[src/rtl/hpf_sched_pkg.sv]
// rtl/hpf_sched_pkg.sv - shared types and defaults for the HPF multiplier scheduler
// Contents:
//   DEF_N_CH, DEF_MULT_LAT : default channel count and multiplier latency
//   IDX_MAX_W              : widest channel index the tag can carry (16 channels)
//   state_t                : scheduler FSM states
//   wb_tag_t               : write-back tag {valid, idx, clr} carried down the delay line
package hpf_sched_pkg;

    localparam int DEF_N_CH     = 8;
    localparam int DEF_MULT_LAT = 1;
    localparam int IDX_MAX_W    = 4;

    typedef enum logic [1:0] {
        IDLE  = 2'd0,
        ISSUE = 2'd1,
        DRAIN = 2'd2,
        DONE  = 2'd3
    } state_t;

    typedef struct packed {
        logic                 valid;
        logic [IDX_MAX_W-1:0] idx;
        logic                 clr;
    } wb_tag_t;

endpackage

[src/rtl/hpf_mult_scheduler_if.sv]
// rtl/hpf_mult_scheduler_if.sv - control/status bundle between sequencer, scheduler and HPF storage
// Signals:
//   frame_start, ch_enable, hold, clear_req : driven by the surrounding sequencer (master)
//   mult_sel, issue_valid                   : multiplier input mux select and strobe
//   wb_valid, wb_ch, wb_clear               : HPF state write-back strobe, index, zero-load
//   busy, done, overrun_cnt                 : frame status
// Modports: master (sequencer side), slave (scheduler side).
interface hpf_mult_scheduler_if #(
    parameter int N_CH  = 8,
    parameter int IDX_W = $clog2(N_CH)
);
    logic             frame_start;
    logic [N_CH-1:0]  ch_enable;
    logic             hold;
    logic [N_CH-1:0]  clear_req;
    logic [IDX_W-1:0] mult_sel;
    logic             issue_valid;
    logic             wb_valid;
    logic [IDX_W-1:0] wb_ch;
    logic             wb_clear;
    logic             busy;
    logic             done;
    logic [7:0]       overrun_cnt;

    modport master (
        output frame_start, ch_enable, hold, clear_req,
        input  mult_sel, issue_valid, wb_valid, wb_ch, wb_clear, busy, done, overrun_cnt
    );

    modport slave (
        input  frame_start, ch_enable, hold, clear_req,
        output mult_sel, issue_valid, wb_valid, wb_ch, wb_clear, busy, done, overrun_cnt
    );
endinterface

[src/rtl/hpf_mult_scheduler_wb_delay_line.sv]
// rtl/hpf_mult_scheduler_wb_delay_line.sv - DEPTH-stage shift register for write-back tags
// Ports:
//   clk, rst : clock, asynchronous active-high reset (flushes every stage)
//   tag_i    : tag entering the pipeline this cycle
//   tag_o    : registered tag leaving the last stage
module wb_delay_line
    import hpf_sched_pkg::*;
#(
    parameter int DEPTH = 1
) (
    input  logic    clk,
    input  logic    rst,
    input  wb_tag_t tag_i,
    output wb_tag_t tag_o
);
    wb_tag_t stage_q [DEPTH];

    always_ff @(posedge clk or posedge rst) begin
        if (rst) begin
            for (int i = 0; i < DEPTH; i++) begin
                stage_q[i] <= '0;
            end
        end else begin
            stage_q[0] <= tag_i;
            for (int i = 1; i < DEPTH; i++) begin
                stage_q[i] <= stage_q[i-1];
            end
        end
    end

    assign tag_o = stage_q[DEPTH-1];

endmodule

[src/rtl/hpf_mult_scheduler.sv]
// rtl/hpf_mult_scheduler.sv - time-shares one HPF multiplier across N_CH channels per frame
// Ports:
//   dataclk : system clock
//   reset   : asynchronous active-high reset
//   bus     : hpf_mult_scheduler_if.slave (frame control in, issue/write-back/status out)
// Parameters: N_CH (2..16), MULT_LAT (1..4), IDX_W (channel index width).
module hpf_mult_scheduler
    import hpf_sched_pkg::*;
#(
    parameter int N_CH     = DEF_N_CH,
    parameter int MULT_LAT = DEF_MULT_LAT,
    parameter int IDX_W    = $clog2(N_CH)
) (
    input  logic                  dataclk,
    input  logic                  reset,
    hpf_mult_scheduler_if.slave   bus
);
    state_t           state_q;
    logic [IDX_W-1:0] idx_q;
    logic [1:0]       drain_q;
    logic [N_CH-1:0]  pending_clr_q, pending_clr_d;
    logic [7:0]       overrun_q, overrun_d;
    logic             issue;
    wb_tag_t          tag_in, tag_out;
    logic             wb_idx_unused;

    // A disabled channel still burns its slot; only the strobe is suppressed.
    assign issue = (state_q == ISSUE) && bus.ch_enable[idx_q] && !bus.hold;

    // A request arriving in the same cycle as the issue is OR-ed in after the
    // consume, so it survives to the next frame instead of being swallowed.
    always_comb begin
        pending_clr_d = pending_clr_q;
        if (issue) begin
            pending_clr_d[idx_q] = 1'b0;
        end
        pending_clr_d = pending_clr_d | bus.clear_req;
    end

    always_comb begin
        overrun_d = overrun_q;
        if (bus.frame_start && (state_q != IDLE) && (overrun_q != 8'hFF)) begin
            overrun_d = overrun_q + 8'd1;
        end
    end

    always_comb begin
        tag_in       = '0;
        tag_in.valid = issue;
        tag_in.idx   = IDX_MAX_W'(idx_q);
        tag_in.clr   = issue & pending_clr_q[idx_q];
    end

    always_ff @(posedge dataclk or posedge reset) begin
        if (reset) begin
            state_q <= IDLE;
            idx_q   <= '0;
            drain_q <= '0;
        end else begin
            case (state_q)
                IDLE: begin
                    if (bus.frame_start) begin
                        state_q <= ISSUE;
                        idx_q   <= '0;
                    end
                end
                ISSUE: begin
                    if (!bus.hold) begin
                        if (idx_q == IDX_W'(N_CH - 1)) begin
                            state_q <= DRAIN;
                            idx_q   <= '0;
                            drain_q <= 2'(MULT_LAT - 1);
                        end else begin
                            idx_q <= idx_q + IDX_W'(1);
                        end
                    end
                end
                DRAIN: begin
                    if (drain_q == 2'd0) begin
                        state_q <= DONE;
                    end else begin
                        drain_q <= drain_q - 2'd1;
                    end
                end
                DONE: begin
                    state_q <= IDLE;
                end
                default: begin
                    state_q <= IDLE;
                end
            endcase
        end
    end

    always_ff @(posedge dataclk or posedge reset) begin
        if (reset) begin
            pending_clr_q <= '0;
            overrun_q     <= '0;
        end else begin
            pending_clr_q <= pending_clr_d;
            overrun_q     <= overrun_d;
        end
    end

    // Tags shift every cycle regardless of hold so issued products write back on time.
    wb_delay_line #(
        .DEPTH (MULT_LAT)
    ) u_wb_delay_line (
        .clk   (dataclk),
        .rst   (reset),
        .tag_i (tag_in),
        .tag_o (tag_out)
    );

    // Upper tag index bits are zero for narrower channel counts.
    assign wb_idx_unused = ^tag_out.idx;

    assign bus.mult_sel    = idx_q;
    assign bus.issue_valid = issue;
    assign bus.busy        = (state_q != IDLE);
    assign bus.done        = (state_q == DONE);
    assign bus.overrun_cnt = overrun_q;
    assign bus.wb_valid    = tag_out.valid;
    assign bus.wb_ch       = tag_out.idx[IDX_W-1:0];
    assign bus.wb_clear    = tag_out.valid & tag_out.clr;

endmodule

[src/flat_wrapper.sv]
// flat-port wrapper written by rule: the top's interface ports become plain ports
module hpf_mult_scheduler_flat import hpf_sched_pkg::*;
#(
    parameter int N_CH     = DEF_N_CH,
    parameter int MULT_LAT = DEF_MULT_LAT,
    parameter int IDX_W    = $clog2(N_CH)
)
  (dataclk, reset, bus_frame_start, bus_ch_enable, bus_hold, bus_clear_req, bus_mult_sel, bus_issue_valid, bus_wb_valid, bus_wb_ch, bus_wb_clear, bus_busy, bus_done, bus_overrun_cnt);
  hpf_mult_scheduler_if #(.N_CH(N_CH), .IDX_W(IDX_W)) bus_i ();
  input  logic dataclk;
  input  logic reset;
  input wire logic [$bits(bus_i.frame_start)-1:0] bus_frame_start;
  input wire logic [$bits(bus_i.ch_enable)-1:0] bus_ch_enable;
  input wire logic [$bits(bus_i.hold)-1:0] bus_hold;
  input wire logic [$bits(bus_i.clear_req)-1:0] bus_clear_req;
  output wire logic [$bits(bus_i.mult_sel)-1:0] bus_mult_sel;
  output wire logic [$bits(bus_i.issue_valid)-1:0] bus_issue_valid;
  output wire logic [$bits(bus_i.wb_valid)-1:0] bus_wb_valid;
  output wire logic [$bits(bus_i.wb_ch)-1:0] bus_wb_ch;
  output wire logic [$bits(bus_i.wb_clear)-1:0] bus_wb_clear;
  output wire logic [$bits(bus_i.busy)-1:0] bus_busy;
  output wire logic [$bits(bus_i.done)-1:0] bus_done;
  output wire logic [$bits(bus_i.overrun_cnt)-1:0] bus_overrun_cnt;
  assign bus_i.frame_start = bus_frame_start;
  assign bus_i.ch_enable = bus_ch_enable;
  assign bus_i.hold = bus_hold;
  assign bus_i.clear_req = bus_clear_req;
  assign bus_mult_sel = bus_i.mult_sel;
  assign bus_issue_valid = bus_i.issue_valid;
  assign bus_wb_valid = bus_i.wb_valid;
  assign bus_wb_ch = bus_i.wb_ch;
  assign bus_wb_clear = bus_i.wb_clear;
  assign bus_busy = bus_i.busy;
  assign bus_done = bus_i.done;
  assign bus_overrun_cnt = bus_i.overrun_cnt;
  hpf_mult_scheduler #(.N_CH(N_CH), .MULT_LAT(MULT_LAT), .IDX_W(IDX_W)) u_core (.dataclk(dataclk), .reset(reset), .bus(bus_i));
endmodule
[config.mk]
export PLATFORM = sky130hd
export DESIGN_NAME = hpf_mult_scheduler_flat
export DESIGN_NICKNAME = d
export VERILOG_FILES = /design/src/rtl/hpf_sched_pkg.sv /design/src/rtl/hpf_mult_scheduler_if.sv /design/src/rtl/hpf_mult_scheduler_wb_delay_line.sv /design/src/rtl/hpf_mult_scheduler.sv /design/src/flat_wrapper.sv
export SDC_FILE = /design/constraint.sdc
export NUM_CORES = 1
export LEC_CHECK = 0
export CAP_MARGIN = 0
export CORE_MARGIN = 2
export CORE_UTILIZATION = 52
export CTS_CLUSTER_DIAMETER = 50
export DETAILED_ROUTE_END_ITERATION = 6
export GPL_TIMING_DRIVEN = 0
export HOLD_SLACK_MARGIN = 0.05
export PLACE_DENSITY = 0.81
export SYNTH_ARGS = -nofsm -noshare
export SYNTH_HDL_FRONTEND = slang
export SYNTH_HIERARCHICAL = 1
export SYNTH_SLANG_ARGS = --single-unit
[constraint.sdc]
create_clock -name dataclk -period 5 [get_ports dataclk]
set_clock_uncertainty 0.15 [all_clocks]
set_input_delay 1 -clock dataclk [delete_from_list [all_inputs] [get_ports dataclk]]
set_output_delay 1 -clock dataclk [all_outputs]
set_load 0.05 [all_outputs]
# Word level (Yosys, flattened, before mapping)
# Cells that the tools add are included.
dict set report totals {
  reg_bits 28
}
dict set report classes {
  n_addsub 3
  n_lt_le_gt_ge 2
  n_eq_ne 10
  muxes 20
  n_bitwise 5
  n_reduce_logical 14
}
# operator count
set op_table {}
lappend op_table {{2-to-1 mux 2 bit} 7}
lappend op_table {{2-to-1 mux 3 bit} 3}
lappend op_table {{adder 8 x 1 -> 8 bit (second input constant)} 1}
lappend op_table {{bitwise AND 8 bit} 1}
lappend op_table {{2-to-1 mux 8 bit} 1}
lappend op_table {{!= test 2 bit (second input constant)} 4}
lappend op_table {{!= test 8 bit (second input constant)} 1}
lappend op_table {{NOT 8 bit} 1}
lappend op_table {{bitwise OR 8 bit} 1}
lappend op_table {{case mux 2 bit (4 select lines)} 1}
lappend op_table {{AND reduction 4 bit} 2}
lappend op_table {{binary-select mux 1 bit (select 3 bit)} 2}
lappend op_table {{case mux 3 bit (2 select lines)} 1}
lappend op_table {{nonzero test 2 bit} 3}
lappend op_table {{logical AND 1 bit} 5}
lappend op_table {{equality test 2 bit (second input constant)} 2}
lappend op_table {{logical NOT 2 bit} 2}
lappend op_table {{less-than comparator 3 x 4 -> 1 bit (second input constant)} 1}
lappend op_table {{case mux 2 bit (2 select lines)} 1}
lappend op_table {{adder 3 x 1 -> 3 bit (second input constant)} 1}
lappend op_table {{demux 1 bit (select 3 bit)} 1}
lappend op_table {{equality test 3 bit (second input constant)} 1}
lappend op_table {{greater-or-equal comparator 3 x 1 -> 1 bit (second input constant)} 1}
lappend op_table {{2-to-1 mux 1 bit} 3}
lappend op_table {{other kinds (6)} 7}

# Depth between registers and ports, before layout
dict set report logic_depth {
  word_depth 8
  mapped_depth 7
  ltp_nobuf 6
}

# Cells and area by module
# The synthesis kept the hierarchy.
# module instances cells_per_inst area_per_inst_um2 seq_area_each_um2
set modules_own_cells {}
lappend modules_own_cells {hpf_mult_scheduler 1 135 1390.1 575.6}
lappend modules_own_cells {wb_delay_line 1 7 153.9 150.1}

# Least setup slack after synthesis
# Ideal clock, no wire load.
dict set report synth_path {
  kind {input -> output}
  from {input bus_ch_enable[7]}
  to {output bus_issue_valid}
  arrival_time_ns 2.303
  required_ns 3.850
  path_slack_ns 1.547
  stages 3
  n_path_buf 0
  path_cell_list {mux2i_1 > mux4_2 > nor2_1}
}
dict set report synth_between {
  elab_chain_cells 4
}
# item line_no
set synth_lines {}
lappend synth_lines {{from (decl)} flat_wrapper.sv:13} ;# input wire logic [$bits(bus_i.ch_enable)-1:0] bus_ch_enable;
lappend synth_lines {{binary-select mux 1 bit (select 3 bit)} hpf_mult_scheduler.sv:28} ;# assign issue = (state_q == ISSUE) && bus.ch_enable[idx_q] && !bus.hold;
lappend synth_lines {{2-to-1 mux 1 bit (implied by the code)} hpf_mult_scheduler.sv:28}
lappend synth_lines {{logical AND 1 bit (2 in series)} hpf_mult_scheduler.sv:28}
lappend synth_lines {{to (decl)} flat_wrapper.sv:17} ;# output wire logic [$bits(bus_i.issue_valid)-1:0] bus_issue_valid;
# Every way passes these cells. The select of a mux whose other input is x is not followed.

# Worst setup path in the final report
dict set report layout_path {
  from {input bus_ch_enable[5]}
  to {output bus_issue_valid}
}
# Same word-level chain as after synthesis.

==> impl_results.md <==
- Worst endpoint required time: just under 4000 ps
- Clock sink count: 28
- Element type at the critical path start: input port
- Chip width: between 50 and 60 µm
- Ports: 39
- Post-CTS Resized: 0
- Cell area after synthesis: approximately 1500 µm²
- Area growth syn-to-layout: 30.1%
- Status: finished, final reports clean
- Layout cells sized above 1: 0.0879
- Worst Max-Slew Pin Slew: between 800 and 900 ps
- Period utilisation layout: 0.859
- Clock latency on the worst-skew pair: 330 ps
- Pins Over Slew Limit: 0
- Max stage delay on crit path: around 830 ps
- Final hold violation count: 0
- Logic pwr share: 0.587
- 1st-pass router iterations: 4
- Chip height: between 50 and 60 µm
- Post-CTS Setup Repair Bufs: 0
- Post-DP HPWL: 2500 µm
- Hold WS: approximately 340 ps
- Unrepaired setup endpoints after global routing: no
- Detail Route Antenna Nets: 0
- Total number of vias: ~1,200
- Slew headroom: 0.418
- Detailed Route WL: 3310 µm
- Max-Cap Viols: 0
- CP startpoint: bus_ch_enable[5]
- Clock power frac: 0.100
- Clock transition at the registers of the reported paths: roughly 140 ps
- F_max: around 0.23 GHz
- Initial antenna violation count: 0
- Peak VDD IR: ~0.00046 V
- Cell count after synthesis: 140
- Critical path arrival: 3150 ps
- Routed WL per cell: roughly 16 µm
- PD cells: between 500 and 600 nW/µm²
- Total CTS buffers: 3
- Final setup vio count: 0
- R2R Path Start: u_core/state_q[1]
- CP max FO: 10
- Syn Nets: ~170
- TNS Setup: 0 ps
- Slowest CP cell: clkdlybuf4s50_1
- First-pass GRT wire length: roughly 5600 µm
- PortBufs: 38
- Static Leak: 0.797 nW
- Setup CP Type: input port to output pin
- Nets@finish: approximately 210
- Clock root buffer: clkbuf_4
- Crit-path cells: clkdlybuf4s50_1 > mux2i_1 > mux4_2 > nor2_1 > clkdlybuf4s50_1
- Psw: between 0.5 and 0.6 mW
- Hold buffers post-CTS: 0
- Vias in the first global route: 1,241
- Setup crit end kind: output pin
- H-tree depth: 1
- Internal: just under 0.6 mW
- Final GP Congestion: 0.794
- Syn avg cell area: around 11 µm²
- Largest net degree at the start of global routing: 24
- CTS max path bufs: 2
- Hold Crit Start: u_core/bus.mult_sel[0]
- Most frequent CP cell: clkdlybuf4s50_1
- Overflow after GRT: 0
- Row count: 19
- Vias per cell: 5.79
- Syn. warnings: 6
- Core Util, Final: 0.715
- GR Util All Layers: 0.220
- First DRT Iteration DRCs: 36
- DRC: 0
- Sequential share of power: 0.313
- Ant diodes: 0
- Min-Delay Path Class: flip-flop to flip-flop
- Placeable core region: 2760 µm²
- Die area: 3360 µm²
- Final worst setup slack: 704 ps
- Initial Util: 0.549
- Crit path time final: roughly 4300 ps
- Net Sw Frac: 0.472
- CTS tree: done
- Place WS: ~700 ps
-- final timing paths --
kind                                                         to  slack [ps]  cells past startpoint
worst max register to register          u_core/pending_clr_q[1]        3010                      7
min in group asynchronous       u_core/u_wb_delay_line/tag_o[3]         730                      2
worst min-delay path            u_core/u_wb_delay_line/tag_o[1]         340                      0
worst min register to register  u_core/u_wb_delay_line/tag_o[1]         340                      0
worst max-delay path                            bus_issue_valid         700                      5
max in group asynchronous             u_core/bus.overrun_cnt[5]        3150                      2
-- final cells by class --
cell class | instances | area, µm²
Fill cell | 225 | 787
Sequential cell | 28 | 701
Multi-Input combinational cell | 95 | 729
Tap cell | 31 | 38.8
Timing Repair Buffer | 38 | 380
Buffer | 8 | 51.3
Clock buffer | 4 | 36.3
Inverter | 9 | 33.8
-- state kept, by name (all words and copies together), names as in the netlist --
register	count
u_core/bus.mult_sel	3
u_core/bus.overrun_cnt	8
u_core/drain_q	2
u_core/pending_clr_q	8
u_core/state_q	2
u_core/u_wb_delay_line/tag_o	5
-- stage by stage --
| stage | total power [mW] | std cells | area (µm²) |
|---|---|---|---|
| final | 1.12 | 213 | 1970 |
| after global routing | 1.20 | 213 | 1970 |
| after CTS | 1.13 | 213 | 1970 |
| after detailed placement | 1.01 | 209 | 1930 |
| after global placement | 0.985 | 209 | 1930 |
| after floorplan | 0.820 | 140 | 1520 |
-- cell usage in the layout, fill, tap and decap left out, types with 4 or more instances in the layout --
master	count
a21oi_1	4
inv_1	9
o21ai_0	8
o21ai_1	4
nor2b_1	4
mux2i_1	5
nand4b_1	4
nand2b_1	6
ha_1	8
nand2_1	6
o22a_1	4
nor2_1	8
clkdlybuf4s50_1	38
dfrtp_1	28
xnor2_1	6
-- critical path, delay by kind of cell --
kind                   cells  cell delay (ps)
AND/OR/NAND/NOR            1              160
buffers and inverters      2             1300
multiplexers               2              690
-- layer usage --
layer,vias up,part of all wire,global-route usage,wire length [µm]
li1,581,-,-,-
met1,603,0.39,0.260,1290
met2,45,0.52,0.401,1730
met3,4,0.077,0.0446,254
met4,0,0.010,0.0698,34
met5,-,0,0,0
-- power groups by stage --
stage                     clock (mW)  combinational [mW]  sequential, mW
after floorplan                    0               0.362           0.458
after global placement             0               0.635           0.350
after detailed placement           0               0.657           0.355
after CTS                      0.114               0.660           0.351
after global routing           0.124               0.711           0.362
final                          0.112               0.658           0.351
No activity file was read; power rests on OpenSTA's default activity.
